`config.mk`:
```
export PLATFORM = sky130hd
export DESIGN_NAME = tank_level_ctrl
export DESIGN_NICKNAME = d
export VERILOG_FILES = /design/src/rtl/tank_level_ctrl.sv
export SDC_FILE = /design/constraint.sdc
export NUM_CORES = 1
export LEC_CHECK = 0
export CAP_MARGIN = 20
export CORE_UTILIZATION = 40
export CTS_BUF_LIST = sky130_fd_sc_hd__clkbuf_16
export DETAILED_ROUTE_END_ITERATION = 12
export PLACE_DENSITY = 0.67
export RECOVER_POWER = 100
export SYNTH_ARGS = -nofsm -noshare
export SYNTH_HDL_FRONTEND = slang
export SYNTH_SLANG_ARGS = --single-unit
```
`constraint.sdc`:
```
create_clock -name clock -period 2.41 [get_ports clock]
set_input_delay 0.3615 -clock clock [delete_from_list [all_inputs] [get_ports clock]]
set_output_delay 0.3615 -clock clock [all_outputs]
set_load 0.01 [all_outputs]
```
`src/rtl/tank_level_ctrl.sv`:
```
// tank_level_ctrl: fill/drain controller for a single tank.
//   Drives an inlet valve (Valve_E) and an outlet valve (Valve_S) from the
//   full/empty sensors, an operating mode and an auto-mode drain request, and
//   keeps a saturating level estimate that is re-anchored by the sensors.
//   A fill that runs too long, an external fault or contradictory sensors
//   park the controller in FAULT until the fault is acknowledged.
// Ports:
//   clock    - rising-edge system clock
//   resetN   - asynchronous reset, active-high (1 = reset)
//   upper    - full sensor, 1 = tank at top
//   lower    - empty sensor, 1 = tank at bottom
//   erro     - external fault, level-sensitive
//   err_clr  - fault acknowledge
//   mode     - 00 auto, 01 manual fill, 10 manual drain, 11 forced hold
//   demand   - auto-mode drain request
//   count    - registered level estimate
//   Valve_E  - inlet valve (1 only in FILL)
//   Valve_S  - outlet valve (1 only in DRAIN)
//   state_o  - state register (IDLE=0 FILL=1 HOLD=2 DRAIN=3 FAULT=4)
//   fault    - sticky fault flag
//   timeout  - sticky fill-timeout flag
module tank_level_ctrl #(
   parameter int unsigned LVL_W   = 4,
   parameter int unsigned MAX_LVL = 15,
   parameter int unsigned LOW_TH  = 4,
   parameter int unsigned HIGH_TH = 12,
   parameter int unsigned FILL_TO = 20
) (
   input  logic             clock,
   input  logic             resetN,
   input  logic             upper,
   input  logic             lower,
   input  logic             erro,
   input  logic             err_clr,
   input  logic [1:0]       mode,
   input  logic             demand,
   output logic [LVL_W-1:0] count,
   output logic             Valve_E,
   output logic             Valve_S,
   output logic [2:0]       state_o,
   output logic             fault,
   output logic             timeout
);

   localparam int unsigned TMR_W = $clog2(FILL_TO + 1);

   localparam logic [LVL_W-1:0] CNT_MAX = LVL_W'(MAX_LVL);
   localparam logic [LVL_W-1:0] CNT_LO  = LVL_W'(LOW_TH);
   localparam logic [LVL_W-1:0] CNT_HI  = LVL_W'(HIGH_TH);
   localparam logic [TMR_W-1:0] TMR_END = TMR_W'(FILL_TO - 1);

   typedef enum logic [2:0] {
      IDLE  = 3'd0,
      FILL  = 3'd1,
      HOLD  = 3'd2,
      DRAIN = 3'd3,
      FAULT = 3'd4
   } state_t;

   state_t           state;
   state_t           nxt;
   logic [LVL_W-1:0] cnt_nxt;
   logic [TMR_W-1:0] fill_tmr;
   logic [1:0]       act_mode;   // mode captured when the current FILL/DRAIN began
   logic             go_tout;

   assign state_o = state;

   // The level update is computed first so the stop conditions below see the
   // level the tank will have after this cycle; that way FILL/DRAIN leave on
   // the same edge that reaches the threshold instead of overshooting it.
   always_comb begin
      nxt     = state;
      cnt_nxt = count;
      go_tout = 1'b0;

      case (state)
         FILL:    cnt_nxt = upper ? CNT_MAX : ((count == CNT_MAX) ? count : count + 1'b1);
         DRAIN:   cnt_nxt = lower ? '0 : ((count == '0) ? count : count - 1'b1);
         default: cnt_nxt = count;
      endcase

      case (state)
         IDLE: nxt = ((count < CNT_HI) && !upper) ? FILL : HOLD;

         HOLD: begin
            unique case (mode)
               2'b00: begin
                  if ((count <= CNT_LO) && !upper)
                     nxt = FILL;
                  else if (demand && !lower && (count != '0))
                     nxt = DRAIN;
               end
               2'b01: if ((count < CNT_MAX) && !upper) nxt = FILL;
               2'b10: if ((count != '0) && !lower) nxt = DRAIN;
               2'b11: nxt = HOLD;
            endcase
         end

         // Any mode change, or a mode that does not fill, parks in HOLD for a
         // cycle so FILL never hands over directly to DRAIN.
         FILL: begin
            if (fill_tmr == TMR_END) begin
               nxt     = FAULT;
               go_tout = 1'b1;
            end else if ((mode != act_mode) || mode[1]) begin
               nxt = HOLD;
            end else if (upper || ((mode == 2'b00) ? (cnt_nxt >= CNT_HI) : (cnt_nxt == CNT_MAX))) begin
               nxt = HOLD;
            end
         end

         DRAIN: begin
            if ((mode != act_mode) || mode[0] || lower || (cnt_nxt == '0) ||
                ((mode == 2'b00) && !demand))
               nxt = HOLD;
         end

         FAULT: if (err_clr && !erro) nxt = IDLE;

         default: nxt = IDLE;
      endcase

      // External fault or contradictory sensors override everything and
      // freeze the level on the way into FAULT.
      if ((state != FAULT) && (erro || (upper && lower))) begin
         nxt     = FAULT;
         cnt_nxt = count;
         go_tout = 1'b0;
      end
   end

   always_ff @(posedge clock or posedge resetN) begin
      if (resetN) begin
         state    <= IDLE;
         count    <= '0;
         Valve_E  <= 1'b0;
         Valve_S  <= 1'b0;
         fault    <= 1'b0;
         timeout  <= 1'b0;
         fill_tmr <= '0;
         act_mode <= 2'b00;
      end else begin
         state    <= nxt;
         count    <= cnt_nxt;
         Valve_E  <= (nxt == FILL);
         Valve_S  <= (nxt == DRAIN);
         fill_tmr <= ((state == FILL) && (nxt == FILL)) ? fill_tmr + 1'b1 : '0;
         if ((nxt != state) && ((nxt == FILL) || (nxt == DRAIN)))
            act_mode <= mode;
         if ((nxt == FAULT) && (state != FAULT)) begin
            fault <= 1'b1;
            if (go_tout)
               timeout <= 1'b1;
         end else if ((state == FAULT) && (nxt == IDLE)) begin
            fault   <= 1'b0;
            timeout <= 1'b0;
         end
      end
   end

endmodule

```
# After elaboration in Yosys (flattened, before gate mapping)
# Index checks and enable logic that the tools add are counted.
[op_classes] add_sub_neg=3 n_lt_le_gt_ge=4 eq_ne=17 mux=27 reduce_logical=34
[op_table] cell="3-bit two-way mux" count=10
[op_table] cell="4-bit two-way mux" count=4
[op_table] cell="3-bit case mux with 5 select lines" count=1
[op_table] cell="1-bit logical AND" count=14
[op_table] cell="3-bit case mux with 4 select lines" count=1
[op_table] cell="3-bit by 2-bit == test with 1-bit output, second input constant" count=3
[op_table] cell="4-bit == test, second input constant" count=2
[op_table] cell="4-bit zero test" count=2
[op_table] cell="1-bit logical OR" count=8
[op_table] cell="4-bit less-than comparator, second input constant" count=2
[op_table] cell="1-bit two-way mux" count=8
[op_table] cell="4-bit case mux with 2 select lines" count=1
[op_table] cell="3-bit by 1-bit == test with 1-bit output, second input constant" count=2
[op_table] cell="3-bit == test, second input constant" count=2
[op_table] cell="3-bit zero test" count=2
[op_table] cell="5-bit by 1-bit adder with 5-bit output, second input constant" count=1
[op_table] cell="5-bit == test, second input constant" count=1
[op_table] cell="5-bit two-way mux" count=1
[op_table] cell="4-bit by 1-bit adder with 4-bit output, second input constant" count=1
[op_table] cell="2-bit == test, second input constant" count=2
[op_table] cell="4-bit >= comparator, second input constant" count=1
[op_table] cell="4-bit by 3-bit <= comparator with 1-bit output, second input constant" count=1
[op_table] cell="1-bit zero test" count=4
[op_table] cell="4-bit nonzero test" count=1
[op_table] cell="10 further kinds" count=10
[word_totals] regBits=18 input_bits=9 output_inout_bits=11

# Depth between registers and ports, before layout
[depth] word_depth=16 depth_mapped=11

# Worst setup path after synthesis
# OpenSTA, ideal clock, no wires.
[synth_timing] kind="flip-flop to flip-flop" start="reg count[0]" end="reg fill_tmr[1]" arrival_ps=2285 required_ps=2290 path_slack_ps=5 stages_incl_launch_ff=12 path_cell_list="dfrtp_1 -> clkbuf_1 -> inv_1 -> ha_1 -> or3b_4 -> nand2_1 -> o221ai_4 -> nor3_2 -> o2bb2ai_2 -> a21o_4 -> inv_4 -> and3_1"
[synth_between] elab_chain_cells=15 elab_cells_between_ends=40 cone_classes="add/sub (2); order compare (4); eq/ne (3); mux (19); reduce/logical (12)"
[synth_lines] item="start, declared" line="37" source="output logic [LVL_W-1:0] count,"
[synth_lines] item="start signal, assigned" line="145" source="count <= cnt_nxt;"
[synth_lines] item="4-bit by 1-bit subtractor with 4-bit output (tied with other cells)" line="79" source="DRAIN: cnt_nxt = lower ? '0 : ((count == '0) ? count : count - 1'b1);"
[synth_lines] item="4-bit two-way mux (on tied branches) (2 in a row)" line="79, 78"
[synth_lines] item="4-bit case mux with 2 select lines" line="77" source="case (state)"
[synth_lines] item="4-bit >= comparator / 4-bit == test (equally long branches)" line="108" source="end else if (upper || ((mode == 2'b00) ? (cnt_nxt >= CNT_HI) : (cnt_nxt == CNT_MAX))) begin"
[synth_lines] item="1-bit two-way mux" line="108"
[synth_lines] item="1-bit logical OR" line="108"
[synth_lines] item="3-bit two-way mux" line="108"
[synth_lines] item="3-bit two-way mux" line="106" source="end else if ((mode != act_mode) || mode[1]) begin"
[synth_lines] item="3-bit two-way mux" line="103" source="if (fill_tmr == TMR_END) begin"
[synth_lines] item="3-bit case mux with 5 select lines *" line="83" source="case (state)"
[synth_lines] item="3-bit two-way mux *" line="126" source="if ((state != FAULT) && (erro || (upper && lower))) begin"
[synth_lines] item="named net nxt[0]" line="61" source="state_t nxt;"
[synth_lines] item="3-bit by 1-bit == test with 1-bit output *" line="148" source="fill_tmr <= ((state == FILL) && (nxt == FILL)) ? fill_tmr + 1'b1 : '0;"
[synth_lines] item="1-bit logical AND *" line="148"
[synth_lines] item="5-bit two-way mux *" line="148"
[synth_lines] item="end signal, assigned" line="148"
[synth_lines] item="end, declared" line="63" source="logic [TMR_W-1:0] fill_tmr;"
# The timed path passes the listed nets; every way through them passes the cells marked *.
# A chain may end at the register's enable or synchronous reset.

# Worst setup path in the final report
[layout_timing] start="reg count[1]" end="reg fill_tmr[2]"
[layout_between] elab_chain_cells=15 elab_cells_between_ends=40 cone_classes="add/sub (2); order compare (4); eq/ne (3); mux (19); reduce/logical (12)"
[layout_lines] item="4-bit by 1-bit subtractor with 4-bit output (tied with other cells)" line="79"
[layout_lines] item="4-bit two-way mux (on tied branches) (2 in a row)" line="79, 78"
[layout_lines] item="4-bit case mux with 2 select lines" line="77"
[layout_lines] item="4-bit >= comparator / 4-bit == test (equally long branches)" line="108"
[layout_lines] item="1-bit two-way mux" line="108"
[layout_lines] item="1-bit logical OR" line="108"
[layout_lines] item="3-bit two-way mux" line="108"
[layout_lines] item="3-bit two-way mux" line="106"
[layout_lines] item="3-bit two-way mux" line="103"
[layout_lines] item="3-bit case mux with 5 select lines *" line="83"
[layout_lines] item="3-bit two-way mux *" line="126"
[layout_lines] item="3-bit by 1-bit == test with 1-bit output *" line="148"
[layout_lines] item="1-bit logical AND *" line="148"
[layout_lines] item="5-bit two-way mux *" line="148"
# Mark *: on every way between the ends. The rest lies on a longest branch, timed or not.

==> impl_metrics.env <==
export IMPL_vdd_drop_max_mv=0.6250
export IMPL_synthCells=161
export IMPL_drc=0
export IMPL_ant_nets=0
export IMPL_cts_hold_buffers=0
export IMPL_dpl_hpwl_um=3254
export IMPL_max_stage_delay_ps=430
export IMPL_syn_num_nets=174
export IMPL_fin_nets=222
export IMPL_synth_fa_ha_area_frac=0.03376
export IMPL_maxSlewViolCount=0
export IMPL_netlist_area_um2=1483
export IMPL_worstMarginPinSlew_ps=708.7
export IMPL_synthMuxAreaShare=0
export IMPL_first_pass_iters=4
export IMPL_cp_required_ps=2580
export IMPL_crit_family="compound AO/OA/AOI/OAI gates"
export IMPL_grt_max_degree=19
export IMPL_min_period_over_period=0.9857
export IMPL_wire_per_inst_um=17.18
export IMPL_maxCapViolCount=0
export IMPL_seq_area_frac_synth=0.3038
export IMPL_numCtsBuffers=3
export IMPL_ios=20
export IMPL_dr_total_vias=1473
export IMPL_vias_per_cell=5.799
export IMPL_postSynthAreaPerCell_um2=9.209
export IMPL_gp_congestion=0.9057
export IMPL_finalClockSkew_ps=6.180
export IMPL_synth_xor_area_frac=0.02954
export IMPL_cts_root_buf="clkbuf_16"
export IMPL_die_h_um=62.88
export IMPL_rows=21
export IMPL_end_kind="register"
export IMPL_synth_edff_count=0
export IMPL_crit_slowest_cell="dfrtp_1"
export IMPL_synth_cell_types=55
export IMPL_cts_tree="built"
export IMPL_period_minus_slack_ps=2375
export IMPL_hold_viol=0
export IMPL_fp_coreArea_um2=3442
export IMPL_worst_setup_path_start_kind="register"
export IMPL_diodes=0
export IMPL_first_iter_violations=111
export IMPL_min_path_type="register to register"
export IMPL_synth_seq_cells=18
export IMPL_leakage_uw=0.0008635
export IMPL_path_cells="inv_2 -> ha_4 -> or3b_4 -> o221ai_2 -> o31a_1 -> a21oi_2 -> o2bb2ai_2 -> a21o_4 -> buf_4 -> nor3_2"
export IMPL_overflow=0
export IMPL_clk_pin_slew_worst_paths_ps=60
export IMPL_cts_sinks=18
export IMPL_grt_pass1_vias=1436
export IMPL_cts_max_level=1
export IMPL_wirelength_um=4364
export IMPL_synth_top_family_by_area="compound AO/OA/AOI/OAI gates"
export IMPL_initial_utilization=0.4308
export IMPL_run_status="complete, no violations"
export IMPL_grt_antenna_before_repair=0
export IMPL_synthArstFlopShare=1.000
export IMPL_die_x_um=62.88
export IMPL_clock_latency_ps=250
export IMPL_synth_compound_area_frac=0.3030
export IMPL_die_area_um2=3954
export IMPL_syn_to_final_growth_pct=37.81
export IMPL_port_buffers=19
export IMPL_power_density_nw_per_um2=921.3
export IMPL_crit_fanout=8
export IMPL_maxSlewHeadroom=0.5270
export IMPL_grtUsageTotal=0.2256
export IMPL_fin_tns_setup_ps=0
export IMPL_ys_warn_count=0
export IMPL_max_clock_path_buffers=2
export IMPL_fin_util=0.5936
export IMPL_synth_simple_area_share=0.2726
export IMPL_critPathBufInv=2
export IMPL_critPathArrivalTime_ps=2540
export IMPL_drive_gt1_frac=0.3221
export IMPL_yosys_most_used_dff="dfrtp_1"
export IMPL_grt_pass1_wl_um=7086
export IMPL_crit_type="register to register"
export IMPL_final_setup_viol_count=0
export IMPL_timing_fmax_mhz=421.0
[logic make-up after synthesis]
logic type / Yosys count
buffers and inverters: 17
AO/OA/AOI/OAI: 52
flip-flops: 18
adder cells (fa/ha/maj): 4
XOR/XNOR: 5
AND/OR/NAND/NOR: 65
[final timing paths]
check                                      startpoint                 endpoint  slack [ps]  depth (start not counted)
min in group asynchronous                      resetN     state_o[1]$_DFF_PP0_         660                          2
worst max-delay path             count[1]$_DFFE_PP0N_    fill_tmr[2]$_DFF_PP0_          30                         10
worst min-delay path            fill_tmr[0]$_DFF_PP0_    fill_tmr[0]$_DFF_PP0_         480                          1
worst min register to register  fill_tmr[0]$_DFF_PP0_    fill_tmr[0]$_DFF_PP0_         480                          1
worst max register to register   count[1]$_DFFE_PP0N_    fill_tmr[2]$_DFF_PP0_          30                         10
max in group asynchronous                      resetN  act_mode[1]$_DFFE_PP0P_        1300                          2
[metrics by stage]
| step | instance area [um^2] | total power (uW) | hold slack (ps) | std cells | setup WS [ps] |
|---|---|---|---|---|---|
| 5_1_grt | 2043 | 1989 | 519.6 | 254 | -38.55 |
| 3_3_place_gp | 1899 | 1464 | 462.7 | 246 | -34.69 |
| 6_report | 2043 | 1882 | 477.4 | 254 | 34.53 |
| 2_1_floorplan | 1483 | 1056 | 300.1 | 161 | 5.135 |
| 4_1_cts | 1981 | 1830 | 482.4 | 250 | 0.03908 |
| 3_5_place_dp | 1899 | 1488 | 469.2 | 246 | -83.79 |
[cell type report]
| type | count | area, um^2 |
|---|---|---|
| Clock buffer | 3 | 75.07 |
| Clock inverter | 1 | 3.754 |
| Tap cell | 46 | 57.56 |
| Sequential cell | 18 | 450.4 |
| Fill cell | 317 | 1399 |
| Timing Repair Buffer | 53 | 437.9 |
| Multi-Input combinational cell | 126 | 989.7 |
| Inverter | 7 | 28.78 |
[metal layers]
metal	share of wire	track usage
met1	0.45	0.3190
met2	0.48	0.3683
met3	0.060	0.02372
met4	0.0078	0.04651
met5	0	0
[flip-flops by register name, summed over array words and instances, names as in the netlist]
signal    cells
Valve_E       1
Valve_S       1
act_mode      2
count         4
fault         1
fill_tmr      5
state_o       3
timeout       1
[report_power, final]
| group | total, uW | internal (uW) | switching (uW) |
|---|---|---|---|
| sequential | 433 | 361 | 72.3 |
| combinational | 1110 | 527 | 580 |
| clock | 342 | 221 | 121 |
| total | 1880 | 1110 | 774 |
[cell usage after synthesis (4+ instances only)]
cell type   n  area [um^2]
dfrtp_1    18        450.4
a21oi_1    12        60.06
nand2_1    10        37.54
nor2_1     10        37.54
nand3_1     9        45.04
inv_1       6        22.52
o21ai_0     6        30.03
clkbuf_1    5        18.77
nand2b_1    5        31.28
nor3_2      5        50.05
ha_1        4        50.05
[cell usage in the layout (no fill, tap or decap), types with 3 or more instances in the layout]
cell type        count
nor2_1              10
a21o_1               3
nor4_1               3
o21ai_0              6
a21oi_1             10
dfrtp_1             18
nor3_1               3
buf_4               30
nor3_2               5
a22oi_1              3
clkbuf_16            3
dlygate4sd3_1        9
clkdlybuf4s50_1     10
inv_1                4
xor2_1               3
nand2_1              9
nand3_1              9
nand2b_1             5
[what timing repair did]
| item | in CTS | in global routing |
|---|---|---|
| endpoints found under the setup margin | 1 | 10 |
| setup buffers | 0 | 4 |
| pin swaps | 0 | 4 |
| gates resized for setup | 1 | 10 |
No activity file was read; power rests on OpenSTA's default activity.
